File: src/rtl/inputcond_pkg.sv
// inputcond_pkg: shared helpers for the input conditioner bank
package inputcond_pkg;

  function automatic int clog2(input int v);
    int r;
    r = 0;
    while ((1 << r) < v) r++;
    return r;
  endfunction

  // Counter must be wide enough to reach WAITTIME without wrapping
  function automatic bit width_ok(input int waittime, input int width);
    return width >= clog2(waittime + 1);
  endfunction

endpackage

File: src/rtl/inputcond_channel.sv
// inputcond_channel: one channel's synchroniser, debounce counter and edge pulses
module inputcond_channel
  import inputcond_pkg::*;
#(
  parameter int   WAITTIME     = 3,
  parameter int   COUNTERWIDTH = 3,
  parameter int   SYNCSTAGES   = 2,
  parameter logic RESETVALUE   = 1'b0
) (
  input  logic clk,
  input  logic rst_n,
  input  logic noisy_i,
  output logic cond_o,
  output logic pos_o,
  output logic neg_o
);

  localparam logic [COUNTERWIDTH-1:0] WAIT = COUNTERWIDTH'(WAITTIME);

  logic [SYNCSTAGES-1:0]   sync_q;
  logic [COUNTERWIDTH-1:0] cnt_q, cnt_d;
  logic                    cond_q, cond_d, pos_q, pos_d, neg_q, neg_d;
  logic                    syncout, diff, hit;

  assign syncout = sync_q[SYNCSTAGES-1];

  // Debounce: a differing level must survive a full window before it is taken
  always_comb begin
    diff   = syncout != cond_q;
    hit    = diff && (cnt_q == WAIT);
    cnt_d  = (!diff || hit) ? '0 : cnt_q + 1'b1;
    cond_d = hit ? syncout : cond_q;
    pos_d  = hit && syncout;
    neg_d  = hit && !syncout;
  end

  // Synchroniser shift and debounce state registers
  always_ff @(posedge clk or negedge rst_n) begin
    if (!rst_n) begin
      sync_q <= {SYNCSTAGES{RESETVALUE}};
      cnt_q  <= '0;
      cond_q <= RESETVALUE;
      pos_q  <= 1'b0;
      neg_q  <= 1'b0;
    end else begin
      sync_q <= {sync_q[SYNCSTAGES-2:0], noisy_i};
      cnt_q  <= cnt_d;
      cond_q <= cond_d;
      pos_q  <= pos_d;
      neg_q  <= neg_d;
    end
  end

  assign cond_o = cond_q;
  assign pos_o  = pos_q;
  assign neg_o  = neg_q;

endmodule

File: src/rtl/input_conditioner_bank.sv
// input_conditioner_bank: multi-channel synchronise/debounce/edge-detect with sticky event flags
module input_conditioner_bank
  import inputcond_pkg::*;
#(
  parameter int   CHANNELS     = 8,
  parameter int   WAITTIME     = 3,
  parameter int   COUNTERWIDTH = 3,
  parameter int   SYNCSTAGES   = 2,
  parameter logic RESETVALUE   = 1'b0
) (
  input  logic                clk,
  input  logic                rst_n,
  input  logic [CHANNELS-1:0] noisysignal,
  input  logic [CHANNELS-1:0] eventclear,
  output logic [CHANNELS-1:0] conditioned,
  output logic [CHANNELS-1:0] positiveedge,
  output logic [CHANNELS-1:0] negativeedge,
  output logic [CHANNELS-1:0] eventflag,
  output logic                anyedge
);

  if (!width_ok(WAITTIME, COUNTERWIDTH)) begin : g_bad_width
    $error("COUNTERWIDTH too narrow for WAITTIME");
  end

  logic [CHANNELS-1:0] flag_q, flag_d;

  for (genvar i = 0; i < CHANNELS; i++) begin : g_ch
    inputcond_channel #(
      .WAITTIME    (WAITTIME),
      .COUNTERWIDTH(COUNTERWIDTH),
      .SYNCSTAGES  (SYNCSTAGES),
      .RESETVALUE  (RESETVALUE)
    ) u_ch (
      .clk    (clk),
      .rst_n  (rst_n),
      .noisy_i(noisysignal[i]),
      .cond_o (conditioned[i]),
      .pos_o  (positiveedge[i]),
      .neg_o  (negativeedge[i])
    );
  end

  // Sticky flags: an edge wins over a coincident clear
  always_comb flag_d = (flag_q & ~eventclear) | positiveedge | negativeedge;

  // Event flag register
  always_ff @(posedge clk or negedge rst_n) begin
    if (!rst_n) flag_q <= '0;
    else flag_q <= flag_d;
  end

  assign eventflag = flag_q;
  assign anyedge   = |(positiveedge | negativeedge);

endmodule

File: config.mk
export PLATFORM = sky130hd
export DESIGN_NAME = input_conditioner_bank
export DESIGN_NICKNAME = d
export VERILOG_FILES = /design/src/rtl/inputcond_pkg.sv /design/src/rtl/inputcond_channel.sv /design/src/rtl/input_conditioner_bank.sv
export SDC_FILE = /design/constraint.sdc
export NUM_CORES = 1
export LEC_CHECK = 0
export BUFFER_PORTS_ARGS = -buffer_cell sky130_fd_sc_hd__buf_4
export CAP_MARGIN = 0
export CORE_AREA = 2 2 85 108
export CTS_BUF_LIST = sky130_fd_sc_hd__clkbuf_8
export CTS_CLUSTER_SIZE = 30
export DETAILED_ROUTE_END_ITERATION = 7
export DIE_AREA = 0 0 87 110
export RECOVER_POWER = 25
export SLEW_MARGIN = 40
export SYNTH_ARGS = -nofsm -noshare
export SYNTH_HDL_FRONTEND = slang
export SYNTH_HIERARCHICAL = 1
export SYNTH_SLANG_ARGS = --single-unit
File: constraint.sdc
create_clock -name clk -period 3.26 [get_ports clk]
set_clock_uncertainty 0.2 [all_clocks]
set_input_delay 0.326 -clock clk [delete_from_list [all_inputs] [get_ports clk]]
set_output_delay 0.326 -clock clk [all_outputs]
set_load 0.1 [all_outputs]
==> results of run 1 <==
## layout by cell type (no fill, tap or decap)
| master | instances |
|---|---|
| buf_4 | 33 |
| clkbuf_2 | 1 |
| clkbuf_4 | 16 |
| clkbuf_8 | 10 |
| clkinv_2 | 1 |
| dfrtp_1 | 72 |
| dlygate4sd3_1 | 17 |
| ha_1 | 16 |
| inv_1 | 27 |
| nand2_1 | 8 |
| nand4_1 | 1 |
| nor2_1 | 16 |
| nor3_1 | 16 |
| nor3b_1 | 8 |
| nor3b_2 | 8 |
| nor4_1 | 4 |
| o21ai_0 | 16 |
| xnor2_1 | 8 |
## flip-flops by register name (all words and copies together) (netlist names)
name              flops
g_ch.u_ch/cnt_q      24
g_ch.u_ch/sync_q     16
g_ch.u_ch/neg_o       8
eventflag             8
g_ch.u_ch/pos_o       8
g_ch.u_ch/cond_o      8
## kinds of logic after synthesis
kind of cell,after synthesis
AND/OR/NAND/NOR,61
AO/OA/AOI/OAI,16
XOR/XNOR,8
flip-flops,72
adder cells (fa/ha/maj),16
buffers and inverters,24
## power by group through the flow
| stage | Clock (W) | Sequential, W | Combinational, W |
|---|---|---|---|
| floorplan | 0 | 0.00177 | 0.000413 |
| global placement | 0 | 0.00122 | 0.00122 |
| detailed placement | 0 | 0.00123 | 0.00125 |
| CTS | 0.000607 | 0.00121 | 0.00126 |
| global route | 0.000652 | 0.00124 | 0.00134 |
| finish | 0.000579 | 0.00121 | 0.00125 |
## worst min-delay path by stage
stage / startpoint / to / slack [ns] / depth (start not counted)
after CTS: g_ch[0].u_ch/sync_q[0] / g_ch[0].u_ch/sync_q[1] / 0.15 / 0
final: g_ch[0].u_ch/sync_q[0] / g_ch[0].u_ch/sync_q[1] / 0.15 / 0
after global routing: g_ch[3].u_ch/sync_q[0] / g_ch[3].u_ch/sync_q[1] / 0.15 / 0
after floorplan: rst_n / eventflag[0] / -0.17 / 0
after detailed placement: g_ch[0].u_ch/sync_q[0] / g_ch[0].u_ch/sync_q[1] / 0.13 / 0
after global placement: g_ch[4].u_ch/sync_q[0] / g_ch[4].u_ch/sync_q[1] / 0.13 / 0
## metrics by stage
stage | hold WS [ns] | setup WS, ns
6_report | 0.148 | 1.06
3_3_place_gp | 0.133 | 1.54
2_1_floorplan | -0.170 | 0.676
5_1_grt | 0.153 | 0.641
3_5_place_dp | 0.135 | 1.50
4_1_cts | 0.150 | 1.11
## layer usage
layer,vias up,share of wire
met5,-,0
met1,756,0.44
met3,12,0.089
met2,43,0.43
met4,0,0.040
li1,806,-
## what timing repair did
item / 4_1_cts / 5_1_grt
setup buffers: 0 / 0
endpoints found under the hold margin: 88 / 0
hold buffers: 17 / 0
resized for setup: 0 / 0
## cell type report
type / count / area (um2)
clock buffers: 10 / 138
repair buffers: 67 / 543
multi-input cells: 101 / 712
fillers: 777 / 5080
flip-flops and latches: 72 / 1800
well taps: 100 / 125
inverters: 24 / 90.1
clock inverters: 4 / 16.3
==> run metrics, run 1 <==
Max-cap violations=1; Ports=51; violated checks=capacitance limit, slew limit; number of remaining DRC errors=0; largest net degree at the start of global routing=73; Worst VDD drop=0.337 mV; GR Util met2=0.142; GP Congestion=0.757; Compound-Gate Fraction of Synth Area=0.0308; Crit. End Element=asynchronous set/reset pin; Syn Nets=231; Cells after Synth=197; Antenna Cells=0; Register-to-Register Path Depth=3; hpwl dp=3080 um; sw power=0.00134 W; die area=9570 um2; instance count on the critical path=2; EDFF count, synth=0; Die H=110 um; H-tree Lvls=3; CTS tree=done; Arrival @ worst endpoint=2.13 ns; drt first-iter violations=82; CTS buffer count=9; Post-Synth XOR/XNOR Area=0.0269; Yosys reg bits=72; Worst path top cell family by delay=buffers and inverters; # nets final=309; die width=87 um; status=complete, but fails checks; CTS clk-pin slew, worst paths=0.06 ns; launching point of the worst reg2reg path=g_ch[5].u_ch/cnt_q[0]; CP cell instances=dlygate4sd3_1 > clkbuf_2; crit-path max FO=72; Remaining Overflow, GRT=0; vias in the first global route=1583; post-route ant nets=0; Clock power frac=0.191; met1 Use GR=0.129; Avg WL per Cell=11.8 um; dpl cell area=3110 um2; CP max-delay cell=clkbuf_2; Root Buffer=clkbuf_8; share of layout cells above drive strength 1=0.248; Worst-Margin Slew=1.72 ns; final setup violation count=0; Post-synth top cells=dfrtp_1, inv_1; internal power=0.00170 W; Buf/Inv on CP=2; area leader, netlist=dfrtp_1; area delta synth->final=31.6%; max-slew violations=73; Via Count=1617; RSZ-0062 raised after global routing=no; Sw Share=0.441; Worst Hold Class=reg -> reg; Placement Rows=38; crit path capture=g_ch[4].u_ch/cnt_q[1]; P_leak=1.66 nW; first-pass iteration count of the detailed router=4; most frequent cell after synthesis=dfrtp_1; global-route wire length before repair=7360 um; final hold vios=0; Starting Density=0.306; Total GRT Usage=0.108; Yosys top cell area share=0.692; Skew-Pair Late Insertion Delay=0.35 ns; largest family of logic cells by synthesized area=simple AND/OR/NAND/NOR gates; critical path class=in -> async; Final Total Pwr=0.00303 W; Power Density=886 nW/um2; Netlist cell types=12; global route hottest layer=met2; detailed-route wire length=4470 um; Critical Path Start=rst_n; r2r setup slk=1.91 ns; largest cells by area after synthesis=dfrtp_1, ha_1, nor3b_2; CP peak stage delay=1.25 ns; vias per cell=4.28; fraction of registers with async set/reset=1.00; Ys Warns=6; final non-filler cell total=378; multiplexer share of the synthesized area=0; initial antenna violation count=0; sequential area share after synthesis=0.692; met3 usage in global routing=0.0573; Startpoint Class=primary input; clock buffer depth=2; worst r2r dst=g_ch[5].u_ch/cnt_q[0]; DP Cell Count=347; combinational power share=0.411; Post-synth top flop=dfrtp_1; Synth Cell Area=2600 um2; Data required, critical path=3.20 ns; clock sink count=72; syn_area_per_cell=13.2 um2; fin crit period=2.20 ns; core region area=8510 um2; Slew HR=-0.149; fmax=0.455 GHz; post-layout instance area=3430 um2; sequential group share of total power=0.398; Core Util, Final=0.403; setup_tns=0 ns; Post-Synth Simple-Gate Area=0.139; Final period util=0.674; adder-cell share of the synthesized area=0.0769; Port Buffers=50
(Power assumes the default switching activity.)
==> inputs of run 2 (changes only) <==
Clock period 3.26 ns to 1.8 ns, I/O delays scaled along.
==> run 2 against run 1 <==
Effect of this change:
- worst hold slack better by 0.0040 ns
- sequential power up 82%
- via count up 2.2%
- first-iteration DRC count down 2.4%
- sequential share of layout area down 1.1 points
- global-route usage down 0.32 points
- the flow finishes with violations (setup timing)
- critical path depth up 1
- clock power up 120%
- combinational power up 84%
- die area unchanged
==> run metrics, run 2 (same netlist as run 1, synthesis figures left out) <==
critical path class=reg -> out; RSZ-0062 raised after global routing=yes; worst hold start=g_ch[2].u_ch/sync_q[0]; hpwl dp=3160 um (+2.4%); Power Density=1610 nW/um2 (+82%); Biggest register=g_ch.u_ch/cnt_q; Placement Rows=38 (unchanged); GR Util met2=0.153 (+0.0109); Skew-Pair Late Insertion Delay=0.34 ns (about the same); clock sink count=72 (unchanged); violated checks=setup timing; drt first-iter violations=80 (-2.4%); met1 Use GR=0.118 (-0.0105); met3 usage in global routing=0.0611 (+0.00372); largest net degree at the start of global routing=45 (-38%); Max-cap violations=0 (-1); Final period util=1.06; worst hold margin=0.152 ns (+0.00399 ns); final setup violation count=1 (+1); Starting Density=0.306 (unchanged); # nets final=310 (+0.32%); global route hottest layer=met2; area delta synth->final=36.8%; final worst slack=-0.105 ns (-1.17 ns); Worst-Margin Slew=0.741 ns (-0.984 ns); Die H=110 um (unchanged); Arrival @ worst endpoint=1.53 ns (-0.60 ns); CTS buffer count=9 (unchanged); Root Buffer=clkbuf_8; die area=9570 um2 (unchanged); Critical Path Start=g_ch[4].u_ch/pos_o; Worst Hold Class=reg -> reg; Largest regs=g_ch.u_ch/cnt_q: 24 flops, g_ch.u_ch/sync_q: 16 flops; Setup WS pre-CTS=0.113 ns (-1.39 ns); Total GRT Usage=0.105 (-0.00324); core region area=8510 um2 (unchanged); number of remaining DRC errors=0 (unchanged); status=complete, but fails checks; Port Buffers=50 (unchanged); Data required, critical path=1.42 ns (-1.78 ns); Worst VDD drop=0.471 mV (+40%); Via Count=1653 (+2.2%); Avg WL per Cell=11.8 um (about the same); most common cell after layout, fill and taps aside=dfrtp_1; vias per cell=4.34 (+1.4%); clock buffer depth=2 (unchanged); Remaining Overflow, GRT=0 (unchanged); CP cell instances=nor4_4 > nand4_1 > buf_6; CTS tree=done; share of layout cells above drive strength 1=0.331 (+0.0828); Post-CTS Setup Repair Bufs=0 (unchanged); Startpoint Class=flop; most frequent cells in the layout=dfrtp_1, buf_4, inv_1; Slew HR=0.506 (+0.656); Ports=51 (unchanged); fmax=0.525 GHz; CP peak stage delay=0.50 ns (-0.75 ns); CTS clk-pin slew, worst paths=0.07 ns (about the same); final hold vios=0 (unchanged); post-route ant nets=0 (unchanged); fin crit period=1.91 ns; global-route wire length before repair=7380 um (+0.19%); Final Total Pwr=0.00575 W (+90%); GP Congestion=0.709 (-6.4%); Antenna Cells=0 (unchanged); first-pass iteration count of the detailed router=4 (unchanged); CP max-delay cell=dfrtp_4; die width=87 um (unchanged); initial antenna violation count=0 (unchanged); crit-path max FO=3 (-96%); launching point of the worst reg2reg path=g_ch[0].u_ch/cnt_q[0]; max FFs per register=24 (unchanged); Crit. End Element=primary output; vias in the first global route=1615 (+2.0%); max-slew violations=0 (-100%); detailed-route wire length=4500 um (+0.76%); H-tree Lvls=3 (unchanged); P_leak=1.67 nW (+0.67%)
[run 2: final cells by class]
class	instances	area, um2
inverter	24	90.1
timing repair buffer	68	567
sequential	72	1830
tap	100	125
fill	793	4950
multi-input combinational	101	748
clock buffer	10	138
clock inverter	6	60.1
[run 2: path summary, 6_finish.rpt]
| check | cells past startpoint | slack (ns) | endpoint |
|---|---|---|---|
| max in group asynchronous | 3 | 0.47 | g_ch[7].u_ch/pos_o |
| min in group asynchronous | 2 | 0.23 | g_ch[1].u_ch/sync_q[1] |
| min | 0 | 0.15 | g_ch[2].u_ch/sync_q[1] |
| max reg2reg | 4 | 0.44 | g_ch[0].u_ch/cond_o |
| max | 3 | -0.11 | anyedge |
| min reg2reg | 0 | 0.15 | g_ch[2].u_ch/sync_q[1] |
[run 2: metal layers]
metal  vias up  part of all wire
met5         -                 0
met4         0             0.022
met1       793              0.43
li1        813                 -
met3         8             0.093
met2        39              0.46
[run 2: repair_timing]
item,CTS,global route
endpoints found under the hold margin,88,0
gates resized for setup,5,1
setup endpoints to repair,1,1
hold buffers,17,0
[run 2: critical path: cells and delay by family, from the launching register on]
family	cells	cell delay, ns
flops	1	0.50
simple gates	2	0.46
buf+inv	1	0.22
[run 2: power by group]
part / switching, W / internal, W / total (W)
combinational: 0.00167 / 0.000626 / 0.00230
sequential: 0.000228 / 0.00197 / 0.00220
clock: 0.000581 / 0.000670 / 0.00125
total: 0.00248 / 0.00327 / 0.00575
[run 2: through the flow]
stage,utilization,TNS [ns],cells,instance area [um2]
6_report,0.419,-0.105,381,3560
3_5_place_dp,0.371,0,348,3160
3_3_place_gp,0.371,0,348,3160
5_1_grt,0.419,-0.224,381,3560
2_1_floorplan,-,-0.428,197,2640
4_1_cts,0.418,-0.147,381,3560
==> inputs of run 3 (changes only) <==
Settings changed: ABC_AREA set to 1, CORE_AREA 2 2 85 108 to 2 2 87 109, DIE_AREA 0 0 87 110 to 0 0 89 111.
==> run 3 against run 2 <==
Effect of this change:
- the run now ends clean
- final area increased by 3.6%
- non-clock buffer count increased by 2
- worst hold slack got worse by 0.0025 ns
- first-iteration DRC count decreased by 43%
- maximum frequency increased by 12%
- clock power increased by 6%
- critical endpoint unchanged
- highest routed layer unchanged
==> run metrics, run 3 <==
# nets final=354 (+14%); GP Congestion=0.755 (+6.5%); Die H=111 um (+0.91%); Crit. End Element=primary output; CP cell instances=nor2_2 > nand2_2 > nor2_1 > nand2_2 > buf_12; Port Buffers=50 (unchanged); Via Count=1802 (+9.0%); Buf/Inv on CP=1 (unchanged); final setup violation count=0 (-1); Yosys reg bits=72 (unchanged); die width=89 um (+2.3%); Remaining Overflow, GRT=0 (unchanged); Post-synth top cells=dfrtp_1, nor2_1, inv_1, inv_2, nand2_1; number of remaining DRC errors=0 (unchanged); Syn Nets=273 (+18%); first-pass iteration count of the detailed router=4 (unchanged); Final period util=0.945 (-0.113); setup_tns=0 ns (+0.105 ns); Ys Warns=6 (unchanged); Skew-Pair Late Insertion Delay=0.34 ns (about the same); Worst path top cell family by delay=flip-flops; Worst VDD drop=0.650 mV (+38%); status=finished clean; most frequent cells in the layout=dfrtp_1, buf_4, nor2_1; Data required, critical path=1.42 ns (about the same); fmax=0.588 GHz (+12%); max FFs per register=24 (unchanged); Register-to-Register Path Depth=5 (+1); Worst Hold Class=reg -> reg; share of layout cells above drive strength 1=0.409 (+0.0783); worst hold margin=0.150 ns (-0.00255 ns); Arrival @ worst endpoint=1.32 ns (-0.21 ns); die area=9880 um2 (+3.2%); Power Density=1660 nW/um2 (+2.6%); Netlist cell types=10 (-2); H-tree Lvls=3 (unchanged); CP most frequent cell=nand2_2; Hold Path Sink=g_ch[3].u_ch/sync_q[1]; clock buffer depth=2 (unchanged); largest net degree at the start of global routing=35 (-22%); max-slew violations=0 (unchanged); Total GRT Usage=0.106 (+0.00109); Root Buffer=clkbuf_8; Ports=51 (unchanged); core region area=8980 um2 (+5.5%); syn_area_per_cell=11.2 um2 (-15%); most common cell after layout, fill and taps aside=dfrtp_1; Biggest register=g_ch.u_ch/cnt_q; vias per cell=4.02 (-7.3%); post-route ant nets=0 (unchanged); CTS tree=done; CTS buffer count=9 (unchanged); sequential area share after synthesis=0.673 (-0.0194); area leader, netlist=dfrtp_1; most frequent cell after synthesis=dfrtp_1; crit-path max FO=2 (-1); EDFF count, synth=0 (unchanged); final worst slack=0.0982 ns (+0.203 ns); worst hold start=g_ch[3].u_ch/sync_q[0]; launching point of the worst reg2reg path=g_ch[6].u_ch/cnt_q[0]; CP max-delay cell=dfrtp_2; Largest regs=g_ch.u_ch/cnt_q: 24 flops, g_ch.u_ch/sync_q: 16 flops; clock sink count=72 (unchanged); fin crit period=1.70 ns (-0.203 ns); r2r setup slk=0.45 ns (about the same); worst r2r dst=g_ch[6].u_ch/cnt_q[0]; worst hold stages=0 (unchanged); largest cells by area after synthesis=dfrtp_1, ha_1, nor2_1; P_leak=1.84 nW (+9.8%); fraction of registers with async set/reset=1.00 (unchanged); Antenna Cells=0 (unchanged); Post-synth top flop=dfrtp_1; initial antenna violation count=0 (unchanged); hpwl dp=3530 um (+12%); area delta synth->final=37.7%; Max-cap violations=0 (unchanged); detailed-route wire length=4800 um (+6.5%); Worst-Margin Slew=0.840 ns (+0.0994 ns); global-route wire length before repair=7890 um (+6.9%); Synth Cell Area=2680 um2 (+2.9%); drt first-iter violations=46 (-43%); critical path class=reg -> out; Startpoint Class=flop; final hold vios=0 (unchanged); Starting Density=0.298 (-0.00758); Yosys top cell area share=0.673 (-0.0194); Final Total Pwr=0.00611 W (+6.3%); CTS clk-pin slew, worst paths=0.07 ns (about the same); Core Util, Final=0.411 (-0.00760); Placement Rows=39 (+2.6%); Cells after Synth=239 (+21%); Avg WL per Cell=10.7 um (-9.4%); RSZ-0062 raised after global routing=no; CP peak stage delay=0.41 ns (-0.09 ns); Setup WS pre-CTS=0.367 ns (+0.253 ns); Slew HR=0.440 (-0.0663); vias in the first global route=1820 (+13%)
==> run 3: changes by cell type after synthesis, sizes merged <==
| cell | delta |
|---|---|
| inv | +24 |
| nand2 | +21 |
| nand3 | +8 |
| nand4 | -1 |
| nor2 | +18 |
| nor3b | -16 |
| nor4 | -4 |
| xnor2 | -8 |
==> run 3: how the worst max path moves through the flow <==
stage / from / endpoint / slack, ns / cells past startpoint
6_report: g_ch[7].u_ch/pos_o / anyedge / 0.1 / 5
5_1_grt: g_ch[1].u_ch/pos_o / anyedge / 0.003 / 5
4_1_cts: g_ch[2].u_ch/pos_o / anyedge / 0.01 / 5
3_5_place_dp: g_ch[3].u_ch/pos_o / anyedge / 0.37 / 5
3_3_place_gp: g_ch[3].u_ch/pos_o / anyedge / 0.38 / 5
2_1_floorplan: g_ch[0].u_ch/pos_o / anyedge / 0.14 / 4
==> run 3: kinds of logic after synthesis <==
| kind of cell | Yosys count | share of synthesized area |
|---|---|---|
| AOI/OAI and AO/OA | 16 | 0.0299 |
| adders and majority gates | 16 | 0.0747 |
| buffers and inverters | 48 | 0.0673 |
| DFF | 72 | 0.673 |
| and+or+nand+nor | 87 | 0.156 |
==> run 3: what timing repair did <==
action                                  4_1_cts  5_1_grt
resized for setup                             1       11
endpoints found under the hold margin        88        0
hold buffers                                 17        0
setup buffers                                 0        0
endpoints found under the setup margin        1        1
pin swaps                                     0        1
==> run 3: layout make-up <==
cell class | count | area [um2]
clock buffers | 12 | 165
clock inverters | 4 | 51.3
fillers | 895 | 5290
inverters | 48 | 180
multi-input cells | 119 | 727
flip-flops and latches | 72 | 1820
well taps | 123 | 154
repair buffers | 70 | 591
==> run 3: layer usage <==
layer / vias to the layer above / share of wire / wire length [um] / GRT usage
met2: 48 / 0.50 / 2410 / 0.174
met3: 7 / 0.088 / 423 / 0.0544
met5: - / 0 / 0 / 0
met1: 847 / 0.40 / 1900 / 0.113
met4: 0 / 0.014 / 67 / 0.0418
li1: 900 / - / - / -
==> run 3: worst register-to-register path: cells and delay by family (launching register included) <==
kind	cells	cell delay, ns
adder cells (fa/ha/maj)	2	0.41
flip-flops	1	0.39
AND/OR/NAND/NOR	2	0.20
buffers and inverters	1	0.08
==> run 3: report_power, final <==
part | leakage, nW | switching, W | internal [W] | total (W)
logic | 0.823 | 0.00189 | 0.000657 | 0.00255
registers | 0.908 | 0.000233 | 0.00200 | 0.00223
clock network | 0.109 | 0.000575 | 0.000753 | 0.00133
total | 1.84 | 0.00270 | 0.00341 | 0.00611
==> run 3: stage by stage <==
| stage | instances | instance area, um2 |
|---|---|---|
| global route | 448 | 3690 |
| finish | 448 | 3690 |
| floorplan | 239 | 2700 |
| detailed placement | 415 | 3270 |
| CTS | 448 | 3650 |
| global placement | 415 | 3270 |
